## src/rtl/stack_ctrl_pkg.sv

```systemverilog
// Shared constants and FSM encoding for the stack_top sequencer.
package stack_ctrl_pkg;
    localparam int STK_KERNEL = 3;
    localparam int STK_COL_W  = 9;

    typedef enum logic [1:0] {
        S_IDLE  = 2'd0,
        S_FILL  = 2'd1,
        S_RUN   = 2'd2,
        S_DRAIN = 2'd3
    } state_t;
endpackage

```

## src/rtl/stack_pos_cnt.sv

```systemverilog
// Column/row position counter for one frame; col wraps at width-1 and bumps row.
// Latency: position is registered, flags are combinational from it.
// Backpressure: advances only on inc, so stalls simply hold the position.
module stack_pos_cnt #(
    parameter int COL_W = 9
) (
    input  logic             clk,
    input  logic             rst_n,
    input  logic             clr,
    input  logic             inc,
    input  logic [COL_W-1:0] width,
    input  logic [COL_W-1:0] height,
    output logic [COL_W-1:0] col,
    output logic [COL_W-1:0] row,
    output logic             row_last,
    output logic             frame_last
);
    localparam logic [COL_W-1:0] ONE = COL_W'(1);

    assign row_last   = (col == width - ONE);
    assign frame_last = row_last && (row == height - ONE);

    always_ff @(posedge clk or negedge rst_n) begin
        if (!rst_n) begin
            col <= '0;
            row <= '0;
        end else if (clr) begin
            col <= '0;
            row <= '0;
        end else if (inc) begin
            if (row_last) begin
                col <= '0;
                row <= row + ONE;
            end else begin
                col <= col + ONE;
            end
        end
    end
endmodule

```

## src/rtl/stack_ctrl.sv

```systemverilog
// Sequencer for the stack_top pair: accepts column beats, drives en/col, presents KERNEL-row windows.
// Latency: stk_en same cycle as accept; out_valid one cycle after accept (buf_out read latency 1).
// Backpressure: one-entry output stage, in_ready drops while it is full and out_ready is low.
// Optional STACK_CTRL_PERF_EN adds stall_cnt / bp_cnt counters.
module stack_ctrl
    import stack_ctrl_pkg::*;
#(
    parameter int KERNEL = STK_KERNEL,
    parameter int COL_W  = STK_COL_W
) (
    input  logic             clk,
    input  logic             rst_n,
    input  logic             start,
    input  logic [COL_W-1:0] cfg_width,
    input  logic [COL_W-1:0] cfg_height,
    input  logic             in_valid,
    output logic             in_ready,
    output logic             stk_en,
    output logic [COL_W-1:0] stk_col,
    output logic             out_valid,
    input  logic             out_ready,
    output logic [COL_W-1:0] out_col,
    output logic             busy,
    output logic             frame_done,
    output logic             cfg_err
`ifdef STACK_CTRL_PERF_EN
    ,
    output logic [15:0]      stall_cnt,
    output logic [15:0]      bp_cnt
`endif
);
    localparam logic [COL_W-1:0] KMIN     = COL_W'(KERNEL);
    localparam logic [COL_W-1:0] FILL_ROW = COL_W'(KERNEL - 2);

    state_t           state, state_nxt;
    logic [COL_W-1:0] w_r, h_r;
    logic [COL_W-1:0] col_cnt, row_cnt;
    logic             row_last, frame_last;
    logic             accept, cfg_bad, start_ok, load, out_fire, drain_done;

    assign cfg_bad    = (cfg_width == '0) || (cfg_height < KMIN);
    assign start_ok   = start && (state == S_IDLE) && !cfg_bad;
    assign accept     = in_valid && in_ready;
    assign stk_en     = accept;
    assign stk_col    = col_cnt;
    assign busy       = (state != S_IDLE);
    assign out_fire   = out_valid && out_ready;
    assign load       = accept && (state == S_RUN);
    assign drain_done = (state == S_DRAIN) && (!out_valid || out_ready);

    stack_pos_cnt #(.COL_W(COL_W)) u_pos (
        .clk        (clk),
        .rst_n      (rst_n),
        .clr        (start_ok),
        .inc        (accept),
        .width      (w_r),
        .height     (h_r),
        .col        (col_cnt),
        .row        (row_cnt),
        .row_last   (row_last),
        .frame_last (frame_last)
    );

    always_comb begin
        state_nxt = state;
        in_ready  = 1'b0;
        case (state)
            S_IDLE: begin
                if (start_ok) state_nxt = S_FILL;
            end
            S_FILL: begin
                in_ready = 1'b1;
                if (accept && row_last && (row_cnt == FILL_ROW)) state_nxt = S_RUN;
            end
            S_RUN: begin
                in_ready = !out_valid || out_ready;
                if (accept && frame_last) state_nxt = S_DRAIN;
            end
            S_DRAIN: begin
                if (drain_done) state_nxt = S_IDLE;
            end
            default: state_nxt = S_IDLE;
        endcase
    end

    always_ff @(posedge clk or negedge rst_n) begin
        if (!rst_n) begin
            state      <= S_IDLE;
            w_r        <= '0;
            h_r        <= '0;
            out_valid  <= 1'b0;
            out_col    <= '0;
            frame_done <= 1'b0;
            cfg_err    <= 1'b0;
        end else begin
            state      <= state_nxt;
            frame_done <= drain_done;
            cfg_err    <= start && (state == S_IDLE) && cfg_bad;
            if (start_ok) begin
                w_r <= cfg_width;
                h_r <= cfg_height;
            end
            // a load in the same cycle as a drain keeps the stage full with the new column
            if (load) begin
                out_valid <= 1'b1;
                out_col   <= col_cnt;
            end else if (out_fire) begin
                out_valid <= 1'b0;
            end
        end
    end

`ifdef STACK_CTRL_PERF_EN
    always_ff @(posedge clk or negedge rst_n) begin
        if (!rst_n) begin
            stall_cnt <= '0;
            bp_cnt    <= '0;
        end else if (start_ok) begin
            stall_cnt <= '0;
            bp_cnt    <= '0;
        end else begin
            if (busy && !in_valid && in_ready && (stall_cnt != 16'hFFFF))
                stall_cnt <= stall_cnt + 16'd1;
            if (out_valid && !out_ready && (bp_cnt != 16'hFFFF))
                bp_cnt <= bp_cnt + 16'd1;
        end
    end
`endif
endmodule
```

## config.mk

```make
export PLATFORM = sky130hd
export DESIGN_NAME = stack_ctrl
export DESIGN_NICKNAME = d
export VERILOG_FILES = /design/src/rtl/stack_ctrl_pkg.sv /design/src/rtl/stack_pos_cnt.sv /design/src/rtl/stack_ctrl.sv
export SDC_FILE = /design/constraint.sdc
export NUM_CORES = 1
export LEC_CHECK = 0
export BUFFER_PORTS_ARGS = -buffer_cell sky130_fd_sc_hd__buf_4
export CAP_MARGIN = 0
export CORE_MARGIN = 2
export CORE_UTILIZATION = 51
export DETAILED_ROUTE_END_ITERATION = 10
export PLACE_DENSITY = 0.76
export SKIP_CTS_REPAIR_TIMING = 1
export SLEW_MARGIN = 0
export SYNTH_ARGS = -nofsm -noshare
export SYNTH_HDL_FRONTEND = slang
export SYNTH_HIERARCHICAL = 1
export SYNTH_SLANG_ARGS = --single-unit
```

## constraint.sdc

```tcl
create_clock -name clk -period 3.25 [get_ports clk]
set_clock_uncertainty 0.15 [all_clocks]
set_input_delay 0.1625 -clock clk [delete_from_list [all_inputs] [get_ports clk]]
set_output_delay 0.1625 -clock clk [all_outputs]
set_load 0.01 [all_outputs]
```

# == Yosys cells after proc, flatten, opt, wreduce, memory -nomap -nowiden ==
# Cells that the tools add are included.
# classes
n_reduce_logical,23
n_lt_le_gt_ge,1
mux,14
n_eq_ne,10
addsub,4
# ops
cell,count
9-bit two-way mux,6
9-bit by 1-bit adder with 9-bit output (second input constant),2
9-bit == test,2
9-bit by 1-bit subtractor with 9-bit output (second input constant),2
1-bit logical AND,11
9-bit by 1-bit == test with 1-bit output (second input constant),1
9-bit logical NOT,1
9-bit by 2-bit < comparator with 1-bit output (second input constant),1
2-bit two-way mux,4
2-bit case mux with 4 select lines,1
2-bit nonzero test,4
2-bit inequality test (second input constant),3
2-bit == test (second input constant),2
4-bit AND reduction,1
2-bit by 1-bit == test with 1-bit output (second input constant),1
1-bit logical NOT,2
2-bit logical NOT,1
1-bit logical OR,2
1-bit two-way mux,2
2-bit by 1-bit inequality test with 1-bit output (second input constant),1
1-bit case mux with 2 select lines,1
2-bit AND reduction,1
# totals
ff_bits,50
in_bits,23

# == Logic depth before layout (Yosys ltp) ==
# depth
depth_word,8
ltp_mapped,14
ltp_nobuf,11

# == Cells and area by module ==
# The synthesis kept the hierarchy.
# by_module_without_submodules
module,instances,area_each_um2,cells_each
stack_pos_cnt,1,1572.8,185
stack_ctrl,1,1411.4,102

# == Worst setup path after synthesis ==
# OpenSTA, ideal clock, no wires.
# synth_path
path_type,register -> register
start,reg w_r[0]
end,reg state[1]
arrival_ns,2.887
path_slack_ns,0.085
path_stages_with_launch,12
synth_period_minus_slack_ns,3.165
path_buffers,0
t_required_ns,2.973
cell_sequence,dfrtp_1 -> inv_1 -> ha_1 -> nor3b_4 -> a221o_1 -> and4_2 -> nor4_2 -> nor4b_1 -> o2111ai_1 -> a221o_1 -> a221oi_1 -> mux2_1
# synth_via
elab_chain_len,6
word_cells_on_any_way,9
# synth_lines
item,line_no,source
start: declaration,stack_ctrl.sv:36,"logic [COL_W-1:0] w_r, h_r;"
start signal: assignment,stack_ctrl.sv:100,w_r <= cfg_width;
9-bit by 1-bit subtractor with 9-bit output,stack_pos_cnt.sv:20,assign row_last = (col == width - ONE);
9-bit == test,stack_pos_cnt.sv:20,
via row_last,stack_ctrl.sv:38,"logic row_last, frame_last;"
1-bit logical AND,stack_pos_cnt.sv:21,assign frame_last = row_last && (row == height - ONE);
via frame_last,stack_ctrl.sv:38,
1-bit logical AND,stack_ctrl.sv:77,if (accept && frame_last) state_nxt = S_DRAIN;
2-bit by 1-bit inequality test with 1-bit output (no source line),-,
4-bit AND reduction (no source line),-,
end signal: assignment,stack_ctrl.sv:96,state <= state_nxt;
end: declaration,stack_ctrl.sv:35,"state_t state, state_nxt;"
# The timed path passes the listed nets, and every way through them passes these cells.
# A chain may end at the register's enable or synchronous reset.

# == Final worst setup path ==
# Ends and elaborated chain as after synthesis.

==> impl_metrics.py <==
metrics = {
    "grt": {
        "grt_pass1_vias": 2315,
        "grt_max_degree": 51,
        "grt_pass1_wl_um": 11100,
        "grt_use_total_pct": 22.1,
        "overflow": 0,
        "antenna_found_initial": 0,
    },
    "cts": {
        "cts_max_level": 2,
        "clk_pin_slew_ps": 100,
        "clk_latency_ps": 320,
        "cts_buffers": 5,
        "clock-sinks": 50,
        "root_buffer": "clkbuf_8",
        "clockBufferDepth": 2,
        "cts_tree": "done",
    },
    "synthesis": {
        "ys_warn_count": 6,
        "synth_area_leader_cell": "dfrtp_1",
        "synth_cell_types": 62,
        "async_flop_share_pct": 100,
        "synth.yosys.seq_area_share_pct": 41.9,
        "synth-edff-count": 0,
        "yosys_most_used_dff": "dfrtp_1",
        "synthMostInstantiatedCell": "dfrtp_1",
        "yosys-top-cells-area": "dfrtp_1 (42%), mux2_1 (7.2%), xor2_1 (3.8%)",
        "synthCells": 287,
        "netlist_top_cells_count": "dfrtp_1 (50), mux2_1 (19), nand2_1 (17)",
        "synth_top_area_share_pct": 41.9,
        "syn_nets": 319,
        "syn_avg_cell_area_um2": 10.4,
        "synth_seq_cells": 50,
        "synthesis.area_um2": 2980,
    },
    "route": {
        "drt_pre_antenna_iters": 4,
        "post_drt_wl_per_cell_um": 16.4,
        "ant_nets": 0,
        "drtIter0Drc": 197,
        "vias_per_cell": 5.67,
        "routed_wl_um": 7210,
        "vias": 2490,
        "route.detailed.drc": 0,
    },
    "floorplanning": {
        "core_um2": 5570,
        "initial_core_util_pct": 53.5,
        "num_rows": 27,
        "num_io_pins": 47,
        "die_h_um": 80.5,
        "die-area_um2": 6480,
        "die_w_um": 80.5,
    },
    "power_and_ir_drop": {
        "p_sw_w": 0.000459,
        "vdd_drop_max_v": 0.000261,
        "p_int_w": 0.000981,
        "leakagePower_nw": 1.83,
        "powerDensity_nw_per_um2": 379,
        "power_w": 0.00144,
        "seqPwrFrac_pct": 49.0,
        "swShare_pct": 31.9,
        "comb_power_share_pct": 22.9,
        "clkPwrFrac_pct": 28.2,
    },
    "place": {
        "gp_congestion": 0.874,
        "dp_worst_setup_slack_ps": -75.7,
        "dp.cells": 408,
        "port_buffers": 46,
        "dp_hpwl_um": 4940,
    },
    "critical_path": {
        "start_kind": "flop",
        "arrival_ps": 3280,
        "r2r_start": "w_r[0]$_DFFE_PN0P_",
        "reg2reg_to": "state[1]$_DFFE_PN0P_",
        "endpoint": "state[1]$_DFFE_PN0P_",
        "critPathLaunch": "w_r[0]$_DFFE_PN0P_",
        "r2r_slack_ps": 20,
        "reg2reg_depth": 11,
        "cp_max_fo": 5,
        "cp.required_ps": 3300,
        "crit_path_end_kind": "flop",
        "crit_type": "reg2reg",
    },
    "hold_path": {
        "hold_path.class": "in2reg",
    },
    "timing": {
        "worstMarginPinSlew_ps": 641,
        "max_slew_margin_pct": 57.2,
        "fin_crit_ps": 3230,
        "slew_violations": 0,
        "setup_viol": 0,
        "timing.fmax_ghz": 0.310,
        "holdWs_ps": 176,
        "fin_ws_ps": 19.3,
        "finalCritPeriodShare_pct": 99.4,
        "grt_setup_unrepaired": "yes",
        "finalHoldViolations": 0,
    },
    "layout": {
        "drive_above_1_share_pct": 26.2,
        "area_delta_synth_final_pct": 27.3,
        "fin_cells": 439,
        "final_nets": 398,
        "n_fill_cell": 442,
        "n_antenna_cell": 0,
        "final_util_pct": 68.1,
    },
    "run_status": {
        "status": "completed",
    },
    "run": {
        "cap_violations": 0,
    },
}
critical path: stages, from the launching register on:
cell	delay [ps]
dfrtp_1	380
inv_2	50
ha_4	160
nor3b_4	170
a221o_1	360
and4_4	230
nor4_4	310
nor4b_4	270
o2111ai_2	150
a221o_1	320
a221oi_2	220
mux2_1	340
power by group through the flow:
stage | logic, W | registers [W] | clock network (W)
after floorplan | 0.000127 | 0.000728 | 0
after global placement | 0.000290 | 0.000716 | 0
after detailed placement | 0.000297 | 0.000717 | 0
after CTS | 0.000299 | 0.000704 | 0.000413
after global routing | 0.000358 | 0.000710 | 0.000438
final | 0.000329 | 0.000705 | 0.000405
area by class of cell:
type                            count  area, µm²  area share [%]
Clock buffer                        5       68.8            1.81
Multi-Input combinational cell    215       1660            43.7
Sequential cell                    50       1250            32.9
Tap cell                           72       90.1            2.37
Clock inverter                      3       26.3           0.692
Timing Repair Buffer               80        651            17.1
Inverter                           14       52.6            1.38
layout by cell type, fill, tap and decap left out, types with 3 or more instances in the layout:
cell type	netlist	layout
a21oi_1	11	11
a31oi_1	3	3
buf_4	1	60
clkbuf_8	1	5
dfrtp_1	50	50
dlygate4sd3_1	0	20
ha_1	9	8
inv_1	13	11
inv_2	1	3
inv_6	0	3
mux2_1	19	19
mux2_2	10	10
nand2_1	17	17
nand2b_1	7	7
nand3_1	13	13
nand3b_1	4	4
nand4_1	5	5
nor2_1	14	14
nor2b_1	5	5
nor3_1	15	15
nor4_1	3	3
o21ai_0	9	9
or3_1	5	5
xnor2_1	11	11
xor2_1	13	13
metal layers:
layer,up-vias,GRT usage [%],wire length [µm]
met5,-,0,0
li1,1198,-,-
met1,1216,31.4,3410
met3,14,3.60,295
met4,0,5.25,130
met2,62,35.3,3380
metrics by stage:
step,TNS [ps],area (µm²)
5_1_grt,-268,3800
2_1_floorplan,0,2980
4_1_cts,-204,3520
6_report,0,3800
3_5_place_dp,-147,3430
3_3_place_gp,0,3430
sequential cells by signal (all words and copies together) (netlist names):
signal and count:
frame_done 1, cfg_err 1, u_pos/row 9, u_pos/col 9, state 2, out_valid 1, w_r 9, h_r 9
out_col 9
worst min path at each step:
stage / startpoint / to / slack (ps) / depth (start not counted)
5_1_grt: out_ready / frame_done$_DFF_PN0_ / 190 / 3
4_1_cts: rst_n / u_pos/col[8]$_DFFE_PN0P_ / -270 / 1
3_3_place_gp: rst_n / w_r[3]$_DFFE_PN0P_ / 80 / 1
2_1_floorplan: rst_n / cfg_err$_DFF_PN0_ / -280 / 0
3_5_place_dp: rst_n / w_r[5]$_DFFE_PN0P_ / 90 / 1
6_report: out_ready / frame_done$_DFF_PN0_ / 180 / 3
cell families after synthesis:
family,count (synthesis),synth area share [%]
AO/OA/AOI/OAI,42,10.4
XOR/XNOR,24,7.04
adder cells (fa/ha/maj),9,3.77
buffers and inverters,22,4.19
flip-flops,50,41.9
multiplexers,30,11.3
AND/OR/NAND/NOR,110,21.3
Note: power is estimated with default switching activity, not from simulation.
